===== config.mk =====
export PLATFORM = sky130hd
export DESIGN_NAME = mem_port_arbiter
export DESIGN_NICKNAME = d
export VERILOG_FILES = /design/src/rtl/mem_arb_pkg.sv /design/src/rtl/arb_timeout_counter.sv /design/src/rtl/mem_port_arbiter.sv
export SDC_FILE = /design/constraint.sdc
export NUM_CORES = 1
export LEC_CHECK = 0
export CORE_UTILIZATION = 39
export DETAILED_ROUTE_END_ITERATION = 12
export PLACE_DENSITY = 0.81
export SKIP_CTS_REPAIR_TIMING = 1
export SLEW_MARGIN = 10
export SYNTH_ARGS = -nofsm -noshare
export SYNTH_HDL_FRONTEND = slang
export SYNTH_SLANG_ARGS = --single-unit

===== constraint.sdc =====
create_clock -name clk -period 1.4 [get_ports clk]
set_input_delay 0.28 -clock clk [delete_from_list [all_inputs] [get_ports clk]]
set_output_delay 0.28 -clock clk [all_outputs]
set_load 0.03 [all_outputs]

===== src/rtl/mem_arb_pkg.sv =====
// ---------------------------------------------------------------------------------------------
// mem_arb_pkg
//   Shared definitions for the unified memory port arbiter: FSM state encoding, requester port
//   identifiers and the watchdog timer width helper.
// ---------------------------------------------------------------------------------------------
package mem_arb_pkg;

    typedef enum logic [0:0] {
        ST_IDLE = 1'b0,
        ST_WAIT = 1'b1
    } state_e;

    localparam logic PORT_IF = 1'b0;
    localparam logic PORT_D  = 1'b1;

    // Timer is wide enough to hold TIMEOUT, and never narrower than 8 bits.
    function automatic int unsigned timer_w(input int unsigned timeout);
        int unsigned w;
        w = $clog2(timeout + 1);
        if (w < 8) begin
            w = 8;
        end
        return w;
    endfunction

endpackage


===== src/rtl/arb_timeout_counter.sv =====
// ---------------------------------------------------------------------------------------------
// arb_timeout_counter
//   Saturating watchdog counter for the arbiter's WAIT state. Clear has priority over enable.
//   o_done flags the last permitted WAIT cycle (count == TIMEOUT-1); it never asserts when
//   TIMEOUT is 0, which disables the watchdog.
// Ports
//   clk      in   clock
//   reset    in   synchronous reset, active-low
//   i_clr    in   clear count to 0
//   i_en     in   count up by one (saturates at all-ones)
//   o_done   out  count has reached TIMEOUT-1
// ---------------------------------------------------------------------------------------------
module arb_timeout_counter
    import mem_arb_pkg::*;
#(
    parameter int unsigned TIMEOUT = 255
) (
    input  logic clk,
    input  logic reset,
    input  logic i_clr,
    input  logic i_en,
    output logic o_done
);

    localparam int unsigned W       = timer_w(TIMEOUT);
    localparam bit          WdogEn  = (TIMEOUT != 0);
    localparam int unsigned LastCnt = WdogEn ? TIMEOUT - 1 : 0;

    logic [W-1:0] r_count;

    always_ff @(posedge clk) begin
        if (!reset) begin
            r_count <= '0;
        end else if (i_clr) begin
            r_count <= '0;
        end else if (i_en && (r_count != {W{1'b1}})) begin
            r_count <= r_count + 1'b1;
        end
    end

    assign o_done = WdogEn && (r_count == W'(LastCnt));

endmodule


===== src/rtl/mem_port_arbiter.sv =====
// ---------------------------------------------------------------------------------------------
// mem_port_arbiter
//   Shares one memory port between the instruction-fetch (IF) and load/store (D) requesters.
//   One access outstanding at a time; grants are combinational in IDLE, responses are
//   registered one cycle after mem_ack. A watchdog aborts unacknowledged accesses.
//   Build option: MEM_ARB_ROUND_ROBIN_EN selects round-robin on simultaneous requests;
//   otherwise D has fixed priority over IF.
// Ports
//   clk, reset                   clock; synchronous active-low reset
//   if_req/if_addr               fetch request side
//   if_gnt/if_rvalid/if_rdata/if_err   fetch response pulses
//   d_req/d_we/d_addr/d_wdata    load/store request side
//   d_gnt/d_rvalid/d_rdata/d_err       load/store response pulses
//   mem_req/mem_we/mem_addr/mem_wdata  memory request (held through WAIT)
//   mem_ack/mem_rdata            memory completion
//   busy                         access in flight (WAIT)
// ---------------------------------------------------------------------------------------------
module mem_port_arbiter
    import mem_arb_pkg::*;
#(
    parameter int unsigned AW      = 32,
    parameter int unsigned DW      = 32,
    parameter int unsigned TIMEOUT = 255
) (
    input  logic          clk,
    input  logic          reset,
    input  logic          if_req,
    input  logic [AW-1:0] if_addr,
    output logic          if_gnt,
    output logic          if_rvalid,
    output logic [DW-1:0] if_rdata,
    output logic          if_err,
    input  logic          d_req,
    input  logic          d_we,
    input  logic [AW-1:0] d_addr,
    input  logic [DW-1:0] d_wdata,
    output logic          d_gnt,
    output logic          d_rvalid,
    output logic [DW-1:0] d_rdata,
    output logic          d_err,
    output logic          mem_req,
    output logic          mem_we,
    output logic [AW-1:0] mem_addr,
    output logic [DW-1:0] mem_wdata,
    input  logic          mem_ack,
    input  logic [DW-1:0] mem_rdata,
    output logic          busy
);

    state_e        r_state;
    state_e        w_state_next;
    logic          r_owner;
    logic          r_we;
    logic [AW-1:0] r_addr;
    logic [DW-1:0] r_wdata;
    logic          r_if_rvalid;
    logic [DW-1:0] r_if_rdata;
    logic          r_if_err;
    logic          r_d_rvalid;
    logic [DW-1:0] r_d_rdata;
    logic          r_d_err;

    logic          w_any;
    logic          w_winner;
    logic          w_grant;
    logic          w_ack;
    logic          w_abort;
    logic          w_done;

    // Gate with reset so no grant escapes while reset is held.
    assign w_any = reset && (if_req || d_req);

`ifdef MEM_ARB_ROUND_ROBIN_EN
    logic r_last_grant;

    always_comb begin
        if (if_req && d_req) begin
            w_winner = (r_last_grant == PORT_D) ? PORT_IF : PORT_D;
        end else begin
            w_winner = d_req ? PORT_D : PORT_IF;
        end
    end

    always_ff @(posedge clk) begin
        if (!reset) begin
            r_last_grant <= PORT_D;
        end else if (w_grant) begin
            r_last_grant <= w_winner;
        end
    end
`else
    assign w_winner = d_req ? PORT_D : PORT_IF;
`endif

    // FSM next-state and decoded strobes
    always_comb begin
        w_state_next = r_state;
        w_grant      = 1'b0;
        w_ack        = 1'b0;
        w_abort      = 1'b0;
        case (r_state)
            ST_IDLE: begin
                if (w_any) begin
                    w_grant      = 1'b1;
                    w_state_next = ST_WAIT;
                end
            end
            ST_WAIT: begin
                // Ack wins over a coincident timeout.
                if (mem_ack) begin
                    w_ack        = 1'b1;
                    w_state_next = ST_IDLE;
                end else if (w_done) begin
                    w_abort      = 1'b1;
                    w_state_next = ST_IDLE;
                end
            end
            default: begin
                w_state_next = ST_IDLE;
            end
        endcase
    end

    always_ff @(posedge clk) begin
        if (!reset) begin
            r_state <= ST_IDLE;
        end else begin
            r_state <= w_state_next;
        end
    end

    // Request latches; IF accesses are always reads with zero write data.
    always_ff @(posedge clk) begin
        if (!reset) begin
            r_owner <= PORT_D;
            r_we    <= 1'b0;
            r_addr  <= '0;
            r_wdata <= '0;
        end else if (w_grant) begin
            r_owner <= w_winner;
            r_we    <= (w_winner == PORT_D) ? d_we : 1'b0;
            r_addr  <= (w_winner == PORT_D) ? d_addr : if_addr;
            r_wdata <= (w_winner == PORT_D) ? d_wdata : '0;
        end
    end

    // Response routing: pulses go to the owner only, data is zero outside the pulse.
    always_ff @(posedge clk) begin
        if (!reset) begin
            r_if_rvalid <= 1'b0;
            r_if_rdata  <= '0;
            r_if_err    <= 1'b0;
            r_d_rvalid  <= 1'b0;
            r_d_rdata   <= '0;
            r_d_err     <= 1'b0;
        end else begin
            r_if_rvalid <= 1'b0;
            r_if_rdata  <= '0;
            r_if_err    <= 1'b0;
            r_d_rvalid  <= 1'b0;
            r_d_rdata   <= '0;
            r_d_err     <= 1'b0;
            if (w_ack) begin
                if (r_owner == PORT_IF) begin
                    r_if_rvalid <= 1'b1;
                    r_if_rdata  <= mem_rdata;
                end else begin
                    r_d_rvalid <= 1'b1;
                    r_d_rdata  <= r_we ? '0 : mem_rdata;
                end
            end else if (w_abort) begin
                if (r_owner == PORT_IF) begin
                    r_if_err <= 1'b1;
                end else begin
                    r_d_err <= 1'b1;
                end
            end
        end
    end

    arb_timeout_counter #(
        .TIMEOUT (TIMEOUT)
    ) u_timeout (
        .clk    (clk),
        .reset  (reset),
        .i_clr  (w_grant),
        .i_en   (r_state == ST_WAIT),
        .o_done (w_done)
    );

    assign if_gnt    = w_grant && (w_winner == PORT_IF);
    assign d_gnt     = w_grant && (w_winner == PORT_D);
    assign if_rvalid = r_if_rvalid;
    assign if_rdata  = r_if_rdata;
    assign if_err    = r_if_err;
    assign d_rvalid  = r_d_rvalid;
    assign d_rdata   = r_d_rdata;
    assign d_err     = r_d_err;
    assign mem_req   = (r_state == ST_WAIT);
    assign mem_we    = r_we;
    assign mem_addr  = r_addr;
    assign mem_wdata = r_wdata;
    assign busy      = (r_state == ST_WAIT);

endmodule


==> flow_summary_export.csv <==
group,metric,value,unit
clock_network,cts_buffers,17,
placement,port_buffers,270,
placement,post-place-cells,894,
yosys,synth-seq-cells,143,
layout,final_nets,888,
placement,dpl.hpwl,11.6,mm
detailed_routing,drt_pre_antenna_iters,4,
grt,antenna_found_initial,0,
clock_network,clk_latency,0.41,ns
yosys,yosysSeqAreaShare,58.0,%
placement,dpl_cell_area,7940,um^2
detailed_routing,wl,16.7,mm
setup_path,end_kind,"output port",
placement,dpl_worst_slack,-0.420,ns
yosys,synth_top_cell_area_share,58.0,%
grt,grt_pass1_vias,4795,
detailed_routing,drt_iter0_markers,386,
detailed_routing,final_antenna_net_count,0,
die,start_util,40.6,%
power,pwr-share-clk,43.4,%
timing,drv_slew,0,
power,power,10.5,mW
timing,finalHoldViolCount,0,
timing,period_share,109,%
die,pin_count,271,
power,swShare,24.8,%
timing,rsz0062_at_grt,"true",
outcome,outcome,"finished, violations left",
setup_path,cp_max_fo,7,
detailed_routing,vias,4728,
detailed_routing,wire_per_inst,17.9,um
setup_path,crit_chain,"and4bb_2 > buf_12",
yosys,synth.area.top_cells,"dfxtp_1 (58%), and2_1 (8.4%), a22o_1 (5.9%)",
yosys,synth_nets,602,
setup_path,max_stage_delay,0.36,ns
die,rows,40,
die,coreArea,12200,um^2
yosys,syn_area,4940,um^2
clock_network,cts_buffer_depth,2,
power,switchingPower,2.61,mW
yosys,yosysMostFrequentCell,"dfxtp_1",
timing,relSlewSlack,67.3,%
timing,hold_ws,0.354,ns
layout,fin_util,73.4,%
power,power_frac_seq,41.2,%
setup_path,worstPathArrival,1.25,ns
layout,drive_gt1_share,11.8,%
yosys,ys_types,39,
timing,fin_ws,-0.131,ns
power,power.density,1180,nW/um^2
grt,overflow,0,
layout,fillers,804,
min_path,hold_path.class,"in -> reg",
timing,fmax,653,MHz
power,p_leak,5.51,nW
yosys,syn_area_per_cell,10.6,um^2
yosys,synth_edf_count,0,
outcome,violations,"negative setup slack",
timing,period_needed,1.53,ns
yosys,synth_common_cells,"dfxtp_1 (143), and2_1 (66), a22o_1 (33)",
timing,fin_skew,0.00880,ns
yosys,yosys_warnings,0,
die,chipWidth,115,um
setup_path,critPathRequiredTime,1.12,ns
detailed_routing,route.detailed.drc,0,
clock_network,cts.sink_count,143,
layout,diodes,0,
placement,place.gp.congestion,0.834,
layout,fin_area,8930,um^2
grt,grt_first_pass_wirelength,24.2,mm
timing,tightest_slew,0.489,ns
power,comb_power_share,15.4,%
clock_network,cts.reportedPaths.clkPinSlew,0.06,ns
die,die_h,115,um
power,irDropWorstVdd,734,uV
yosys,synthArstFlopShare,0,%
timing,final.setup.tns,-0.249,ns
yosys,synthCells,466,
layout,instances_no_fill,933,
setup_path,startpoint_type,"register",
setup_path,crit_slowest_cell,"dfxtp_4",
grt,gr-usage-all-layers,24.2,%
timing,finalSetupViolCount,2,
layout,area_delta_synth_final,80.9,%
yosys,synth_area_leader_cell,"dfxtp_1",
detailed_routing,viasPerCell,5.07,
clock_network,cts_root_buf,"clkbuf_16",
setup_path,worst-setup-path-type,"reg -> out",
die,fp.dieArea,13100,um^2
job,max_cap_viol_count,0,
clock_network,ctsHtreeMaxLevel,4,
power,p_int,7.90,mW
yosys,synth_ff_type,"dfxtp_1",
grt,grt_max_degree,34,
clock_network,tritoncts,"yes",
-- critical path: cells and delay by family, from the launching register on --
| family | cells | cell delay [ns] |
|---|---|---|
| AND/OR/NAND/NOR | 1 | 0.35 |
| flip-flops | 1 | 0.36 |
| buffers and inverters | 1 | 0.13 |
-- power groups by stage --
stage,Combinational (mW),Clock (mW),Sequential (mW)
final,1.62,4.56,4.33
after floorplan,0.414,0,4.71
after global routing,1.70,4.81,4.34
after global placement,1.56,0,4.41
after CTS,1.60,4.62,4.34
after detailed placement,1.59,0,4.42
-- per-layer routing --
| metal | GRT usage (%) | wire length [um] | up-vias |
|---|---|---|---|
| li1 | - | - | 2223 |
| met1 | 24.4 | 6020 | 2222 |
| met2 | 44.0 | 8740 | 252 |
| met3 | 10.1 | 1620 | 31 |
| met4 | 9.78 | 327 | 0 |
| met5 | 0 | 0 | - |
-- state kept, by name, indices dropped and copies added, names as in the netlist --
signal	flops
if_err	1
if_rvalid	1
d_rdata	32
mem_we	1
if_rdata	32
d_err	1
d_rvalid	1
r_owner	1
mem_wdata	32
u_timeout.r_count	8
busy	1
mem_addr	32
-- cells by family (layout without fill, tap and decap cells) --
group | count (synthesis) | count (layout) | synth area share [%]
simple gates | 158 | 158 | 19.9
flops | 143 | 143 | 58.0
compound gates | 113 | 113 | 15.7
buf+inv | 48 | 347 | 5.55
fa+ha+maj | 2 | 2 | 0.507
mux | 2 | 2 | 0.406
-- area by class of cell --
class | count | area (um^2) | share of cell area (%)
Tap cell | 168 | 210 | 2.35
Timing Repair Buffer | 305 | 3390 | 38.0
Multi-Input combinational cell | 275 | 1820 | 20.3
Clock buffer | 21 | 480 | 5.38
Clock inverter | 11 | 128 | 1.43
Sequential cell | 143 | 2870 | 32.1
Inverter | 10 | 37.5 | 0.420
-- final timing paths --
check | depth (start not counted) | end | slack [ns] | startpoint
max | 2 | if_gnt | -0.13 | busy$_SDFF_PN0_
min | 3 | d_rvalid$_SDFF_PP0_ | 0.35 | reset
max reg2reg | 5 | mem_wdata[6]$_SDFFE_PN0P_ | 0.02 | busy$_SDFF_PN0_
min reg2reg | 2 | mem_addr[5]$_SDFFE_PN0P_ | 0.46 | mem_addr[5]$_SDFFE_PN0P_
-- cell usage in the layout (no fill, tap or decap), types with 17 or more instances in the layout --
| cell type | n |
|---|---|
| dlymetal6s2s_1 | 130 |
| nand2_1 | 31 |
| clkbuf_16 | 17 |
| o21ai_0 | 24 |
| nand4b_1 | 28 |
| clkdlybuf4s50_1 | 130 |
| and2_1 | 66 |
| buf_4 | 32 |
| dfxtp_1 | 142 |
| a22o_1 | 33 |
| a31oi_1 | 29 |
Power figures use the tool's default switching activity.
